==> src/rtl/stream2sync_if.sv <==
// AXI-stream pixel channel between a video source and the sync generator.
interface stream2sync_if;
  logic        tvalid;
  logic        tready;
  logic [23:0] tdata;
  logic        tlast;  // last pixel of frame
  logic        tuser;  // last pixel of line

  modport master (output tvalid, tdata, tlast, tuser, input tready);
  modport slave  (input tvalid, tdata, tlast, tuser, output tready);
endinterface

==> src/rtl/stream2sync.sv <==
// Converts an AXI pixel stream into a timed video output with hsync/vsync.
// Stream is locked to the raster by dropping until TLAST and waiting for frame start.
module stream2sync #(
  parameter bit OPT_INVERT_HSYNC = 1'b1,
  parameter bit OPT_INVERT_VSYNC = 1'b1
) (
  input  logic         i_clk,
  input  logic         i_reset,
  stream2sync_if.slave s_axis,
  input  logic [15:0]  i_width,
  input  logic [15:0]  i_hfront,
  input  logic [15:0]  i_hsync,
  input  logic [15:0]  i_raw_width,
  input  logic [15:0]  i_height,
  input  logic [15:0]  i_vfront,
  input  logic [15:0]  i_vsync,
  input  logic [15:0]  i_raw_height,
  output logic         o_pix_valid,
  output logic         o_hsync,
  output logic         o_vsync,
  output logic [23:0]  o_pixel,
  output logic         o_locked,
  output logic         o_underflow,
  output logic         o_error
);

  typedef enum logic [1:0] {StDrop, StWait, StRun} state_e;

  typedef struct packed {
    logic [15:0] width;
    logic [15:0] hfront;
    logic [15:0] hsync;
    logic [15:0] raw_width;
    logic [15:0] height;
    logic [15:0] vfront;
    logic [15:0] vsync;
    logic [15:0] raw_height;
  } mode_t;

  state_e      state_q, state_d;
  mode_t       mode_q, mode_d, mode_in;
  logic [15:0] hpos_q, hpos_d, vpos_q, vpos_d;
  logic [15:0] hlast, vlast;
  logic        hwrap, vwrap, frame_wrap;
  logic        active, hs, vs, line_end, frame_end, accept, ready;
  logic        pix_valid_q, pix_valid_d;
  logic [23:0] pixel_q, pixel_d;
  logic        hsync_q, hsync_d, vsync_q, vsync_d;
  logic        underflow_q, underflow_d, error_q, error_d;

  assign mode_in = {i_width, i_hfront, i_hsync, i_raw_width,
                    i_height, i_vfront, i_vsync, i_raw_height};

  // Raster counters, shadow mode reload at frame wrap, and decoded timing.
  always_comb begin
    // A programmed total of 0 counts as 1.
    hlast      = (mode_q.raw_width == 16'd0) ? 16'd0 : mode_q.raw_width - 16'd1;
    vlast      = (mode_q.raw_height == 16'd0) ? 16'd0 : mode_q.raw_height - 16'd1;
    hwrap      = (hpos_q >= hlast);
    vwrap      = (vpos_q >= vlast);
    frame_wrap = hwrap && vwrap;
    hpos_d     = hwrap ? 16'd0 : hpos_q + 16'd1;
    vpos_d     = vpos_q;
    if (hwrap) begin
      vpos_d = vwrap ? 16'd0 : vpos_q + 16'd1;
    end
    mode_d    = frame_wrap ? mode_in : mode_q;
    active    = (hpos_q < mode_q.width) && (vpos_q < mode_q.height);
    hs        = (hpos_q >= mode_q.hfront) && (hpos_q < mode_q.hsync);
    vs        = (vpos_q >= mode_q.vfront) && (vpos_q < mode_q.vsync);
    line_end  = (hpos_q == mode_q.width - 16'd1);
    frame_end = line_end && (vpos_q == mode_q.height - 16'd1);
    hsync_d   = OPT_INVERT_HSYNC ^ hs;
    vsync_d   = OPT_INVERT_VSYNC ^ vs;
  end

  // Ready depends only on state and raster position, never on TVALID.
  always_comb begin
    ready = 1'b0;
    unique case (state_q)
      StDrop:  ready = 1'b1;
      StWait:  ready = 1'b0;
      StRun:   ready = active;
      default: ready = 1'b0;
    endcase
  end

  assign s_axis.tready = ready;
  assign accept        = s_axis.tvalid && ready;

  // Lock FSM next state plus registered pixel/underflow/error outputs.
  always_comb begin
    state_d     = state_q;
    pix_valid_d = 1'b0;
    pixel_d     = 24'd0;
    underflow_d = 1'b0;
    error_d     = 1'b0;
    unique case (state_q)
      StDrop: begin
        if (accept && s_axis.tlast) state_d = StWait;
      end
      StWait: begin
        // Enter run as counters wrap so the first run cycle sits at pixel (0,0).
        if (frame_wrap) state_d = StRun;
      end
      StRun: begin
        if (active) begin
          pix_valid_d = 1'b1;
          if (s_axis.tvalid) begin
            pixel_d = s_axis.tdata;
            if ((s_axis.tuser != line_end) || (s_axis.tlast != frame_end)) begin
              error_d = 1'b1;
              state_d = s_axis.tlast ? StWait : StDrop;
            end
          end else begin
            underflow_d = 1'b1;
            state_d     = StDrop;
          end
        end
      end
      default: state_d = StDrop;
    endcase
  end

  // State and output registers with synchronous reset.
  always_ff @(posedge i_clk) begin
    if (i_reset) begin
      state_q     <= StDrop;
      mode_q      <= mode_in;
      hpos_q      <= 16'd0;
      vpos_q      <= 16'd0;
      pix_valid_q <= 1'b0;
      pixel_q     <= 24'd0;
      hsync_q     <= OPT_INVERT_HSYNC;
      vsync_q     <= OPT_INVERT_VSYNC;
      underflow_q <= 1'b0;
      error_q     <= 1'b0;
    end else begin
      state_q     <= state_d;
      mode_q      <= mode_d;
      hpos_q      <= hpos_d;
      vpos_q      <= vpos_d;
      pix_valid_q <= pix_valid_d;
      pixel_q     <= pixel_d;
      hsync_q     <= hsync_d;
      vsync_q     <= vsync_d;
      underflow_q <= underflow_d;
      error_q     <= error_d;
    end
  end

  assign o_pix_valid = pix_valid_q;
  assign o_pixel     = pixel_q;
  assign o_hsync     = hsync_q;
  assign o_vsync     = vsync_q;
  assign o_underflow = underflow_q;
  assign o_error     = error_q;
  assign o_locked    = (state_q == StRun);

endmodule
==> src/flat_wrapper.sv <==
// flat-port wrapper written by rule: the top's interface ports become plain ports
module stream2sync_flat 
#(
  parameter bit OPT_INVERT_HSYNC = 1'b1,
  parameter bit OPT_INVERT_VSYNC = 1'b1
)
  (i_clk, i_reset, i_width, i_hfront, i_hsync, i_raw_width, i_height, i_vfront, i_vsync, i_raw_height, o_pix_valid, o_hsync, o_vsync, o_pixel, o_locked, o_underflow, o_error, s_axis_tvalid, s_axis_tdata, s_axis_tlast, s_axis_tuser, s_axis_tready);
  stream2sync_if s_axis_i ();
  input  logic i_clk;
  input  logic i_reset;
  input  logic [15:0] i_width;
  input  logic [15:0] i_hfront;
  input  logic [15:0] i_hsync;
  input  logic [15:0] i_raw_width;
  input  logic [15:0] i_height;
  input  logic [15:0] i_vfront;
  input  logic [15:0] i_vsync;
  input  logic [15:0] i_raw_height;
  output logic o_pix_valid;
  output logic o_hsync;
  output logic o_vsync;
  output logic [23:0] o_pixel;
  output logic o_locked;
  output logic o_underflow;
  output logic o_error;
  input wire logic [$bits(s_axis_i.tvalid)-1:0] s_axis_tvalid;
  input wire logic [$bits(s_axis_i.tdata)-1:0] s_axis_tdata;
  input wire logic [$bits(s_axis_i.tlast)-1:0] s_axis_tlast;
  input wire logic [$bits(s_axis_i.tuser)-1:0] s_axis_tuser;
  output wire logic [$bits(s_axis_i.tready)-1:0] s_axis_tready;
  assign s_axis_i.tvalid = s_axis_tvalid;
  assign s_axis_i.tdata = s_axis_tdata;
  assign s_axis_i.tlast = s_axis_tlast;
  assign s_axis_i.tuser = s_axis_tuser;
  assign s_axis_tready = s_axis_i.tready;
  stream2sync #(.OPT_INVERT_HSYNC(OPT_INVERT_HSYNC), .OPT_INVERT_VSYNC(OPT_INVERT_VSYNC)) u_core (.i_clk(i_clk), .i_reset(i_reset), .s_axis(s_axis_i), .i_width(i_width), .i_hfront(i_hfront), .i_hsync(i_hsync), .i_raw_width(i_raw_width), .i_height(i_height), .i_vfront(i_vfront), .i_vsync(i_vsync), .i_raw_height(i_raw_height), .o_pix_valid(o_pix_valid), .o_hsync(o_hsync), .o_vsync(o_vsync), .o_pixel(o_pixel), .o_locked(o_locked), .o_underflow(o_underflow), .o_error(o_error));
endmodule
==> config.mk <==
export PLATFORM = sky130hd
export DESIGN_NAME = stream2sync_flat
export DESIGN_NICKNAME = d
export VERILOG_FILES = /design/src/rtl/stream2sync_if.sv /design/src/rtl/stream2sync.sv /design/src/flat_wrapper.sv
export SDC_FILE = /design/constraint.sdc
export NUM_CORES = 1
export LEC_CHECK = 0
export ABC_AREA = 1
export CORE_MARGIN = 4
export CORE_UTILIZATION = 50
export DETAILED_ROUTE_END_ITERATION = 10
export PLACE_DENSITY = 0.8
export REMOVE_ABC_BUFFERS = 1
export SLEW_MARGIN = 30
export SYNTH_ARGS = -nofsm -noshare
export SYNTH_HDL_FRONTEND = slang
export SYNTH_SLANG_ARGS = --single-unit
==> constraint.sdc <==
create_clock -name i_clk -period 10.8 [get_ports i_clk]
set_input_delay 1.62 -clock i_clk [delete_from_list [all_inputs] [get_ports i_clk]]
set_output_delay 1.62 -clock i_clk [all_outputs]
set_load 0.01 [all_outputs]
==> results.md <==
* Critical Path Sink Type: flop
* Critical Path RT at 10.86 ns
* Router iterations before antenna repair at 7
* Post-cts sizing count at 0
* Num Clock Sinks at 191
* Row count at 54
* Setup Viol. Count Final at 0
* Grt ovf at 0
* TNS Setup at 0 ns
* Residual DRC at 0
* IO buf count at 187
* GPL Wtd Cong at 0.924
* Iteration-0 DRC Markers at 563
* Post-synth cell types at 43
* Synth-to-Final Area Change at 25.0%
* Skew final at 0.0154 ns
* DR WL/cell at around 15 µm
* Slew headroom at between 40 and 50%
* Post-CTS setup buffer count at 0
* Die H at roughly 160 µm
* GRT Overall Usage at between 20% and 30%
* Crit Path Max Fanout at 68
* Largest net degree at the start of global routing at a little under 70
* RSZ-0062 raised after global routing: false
* Max Fclk at 0.198 GHz
* Fraction of registers with async set/reset at 0%
* Synthesized flop and latch total at 191
* Mapped Cells at 1282
* Via/cell ratio at between 5 and 6
* Maximum vdd ir drop at slightly above 0.1 mV
* Clock Root Buffer: clkbuf_16
* Main synth FF type: edfxtp_1
* Worst setup SP type: flop
* Reg clk slew, reported paths at 0.08 ns
* Status: completed
* Cts hold-fix bufs at 0
* Post-synth EDFFs at about 130
* Area of the multi-input gates at 0.00519 mm²
* Vias in the first global route at 8961
* Antenna diode count at 0
* Seq/Total Area, Yosys at 45.5%
* Critical path's slowest cell: buf_4
* Core ar. at 0.0220 mm²
* Design Area, Final at 0.0140 mm²
* Synth Cell Area at around 0.011 mm²
* Crit path kind: flop to flop
* HPWL Detailed at 20400 µm
* Die ar. at between 0.02 and 0.025 mm²
* Sequential cell area at 0.00510 mm²
* Initial antenna violation count at 1
* Final Max Slew Viols at 0
* WP data arrival at 5.10 ns
* CTS Buf Count at 17
* Worst slew pin tran at 0.832 ns
* Final Critical Period at approximately 5.0 ns
* Period utilisation layout at 46.7%
* First-pass GRT wire length at around 42000 µm
* Top cells by area, synth: edfxtp_1, ha_1, dfxtp_1
* IO Pins at ~190
* CTS tree: done
* Wirelength, routed at 25800 µm
* Clock Path Buffers at 2
* Post-synth top area cell: edfxtp_1
* Fraction of layout cells with a size suffix above 1 at approximately 4.5%
* Top cell type's share of synthesized area at 34.3%
* Nets at 1776
* Final hold vios at 0
* Synth warnings at 0
* Power Dens Cells at between 100 and 150 mW/mm²
* Die Wd at roughly 160 µm
* Clk_lat worst skew at 0.44 ns
* FILL cells at 1760
* Max incr delay on CP at 0.77 ns
* Lkg Pwr at 6.44 nW
* Placed Instance Area at 0.0134 mm²
* DR vias at 9108
* Initial Util at 51.1%
* Maxcap violations at 0
* Hold/Removal Path Class: flop to flop
* Mean Syn Cell Area at 8.75 µm²
* Most used cell, CP: inv_1
* Htree depth at 4
* ANT nets after route at 0
worst paths after layout:
kind,to,slack [ns],start,cells after the start
max,u_core.mode_q[74],5.75,u_core.mode_q[2],28
min,u_core.hpos_q[0],0.47,u_core.hpos_q[0],1
max reg2reg,u_core.mode_q[74],5.75,u_core.mode_q[2],28
min reg2reg,u_core.hpos_q[0],0.47,u_core.hpos_q[0],1
sequential cells by signal (all words and copies together), names as in the netlist, 2 cells and up:
name,flops
u_core.hpos_q,16
u_core.state_q,2
u_core.o_pixel,24
u_core.vpos_q,16
u_core.mode_q,128
per-stage QoR:
stage / hold WS (ns) / instances / power (mW) / setup slack (ns) / utilization, %
2_1_floorplan: 0.430 / 1278 / 0.983 / 6.18 / -
5_1_grt: 0.522 / 1778 / 1.77 / 5.07 / 63.9
3_5_place_dp: 0.453 / 1746 / 1.08 / 5.72 / 61.2
6_report: 0.473 / 1778 / 1.69 / 5.75 / 63.9
4_1_cts: 0.470 / 1778 / 1.70 / 5.71 / 63.9
3_3_place_gp: 0.441 / 1746 / 1.07 / 5.87 / 61.2
layer usage:
metal	vias up	global-route usage (%)	share of wire (%)
li1	4654	-	-
met1	4148	26.1	43
met2	261	36.3	48
met3	43	4.73	6.4
met4	2	7.13	2.5
met5	-	0	0.039
cells by family after synthesis:
logic type | share of synthesized area (%)
AND/OR/NAND/NOR | 20.5
buffers and inverters | 8.23
flip-flops | 45.5
AO/OA/AOI/OAI | 7.60
adder cells (fa/ha/maj) | 14.9
XOR/XNOR | 3.28
power by group:
part	internal (mW)	leakage, nW	switching, mW
sequential	0.825	1.76	0.0288
clock	0.335	0.281	0.291
combinational	0.106	4.40	0.107
total	1.27	6.44	0.426
cell usage after synthesis (2+ instances only):
library cell    n
nand3_1        80
nand3b_1        8
o31ai_1         2
xnor2_1        20
nor2_2          8
a21o_1          4
nand4_1        18
o221ai_1        4
edfxtp_1      128
xor2_1         22
nand2_1       217
nor2_1        137
or2_2           8
ha_1          134
o211ai_1       10
inv_1         233
a211oi_1        4
nor2_4          4
a21oi_1        82
a21boi_0        2
inv_2           9
a31oi_1         4
o21ai_0        26
nor3_2          2
nor3b_1         4
nor3_1         25
o21a_1          3
clkbuf_1        4
o21ai_1         3
dfxtp_1        63
nor4_1          2
area by class of cell:
class | instances | area share (%)
multi-input combinational | 845 | 37.0
clock inverter | 11 | 0.669
sequential | 191 | 36.4
timing repair buffer | 188 | 13.4
tap | 280 | 2.50
inverter | 242 | 6.49
clock buffer | 21 | 3.52
cells in the final DEF, fill, tap and decap left out, drive strengths merged, types with 8 or more instances in the layout:
cell / synthesis / layout
edfxtp: 128 / 128
nand4: 18 / 18
nor3: 27 / 27
nand3b: 8 / 8
nor2: 150 / 150
or2: 9 / 9
a21oi: 83 / 83
dfxtp: 63 / 63
nand3: 81 / 81
xnor2: 20 / 20
o21ai: 29 / 29
xor2: 22 / 22
clkbuf: 4 / 21
nand2: 219 / 219
inv: 242 / 248
ha: 134 / 134
o211ai: 10 / 10
clkdlybuf4s50: 0 / 187
worst max-delay path: cells and delay by family (launching register included):
family / cells / cell delay (ns)
AND/OR/NAND/NOR: 17 / 1.85
XOR/XNOR: 1 / 0.13
adder cells (fa/ha/maj): 1 / 0.30
buffers and inverters: 9 / 1.94
flip-flops: 1 / 0.43
No activity file was read; power rests on OpenSTA's default activity.
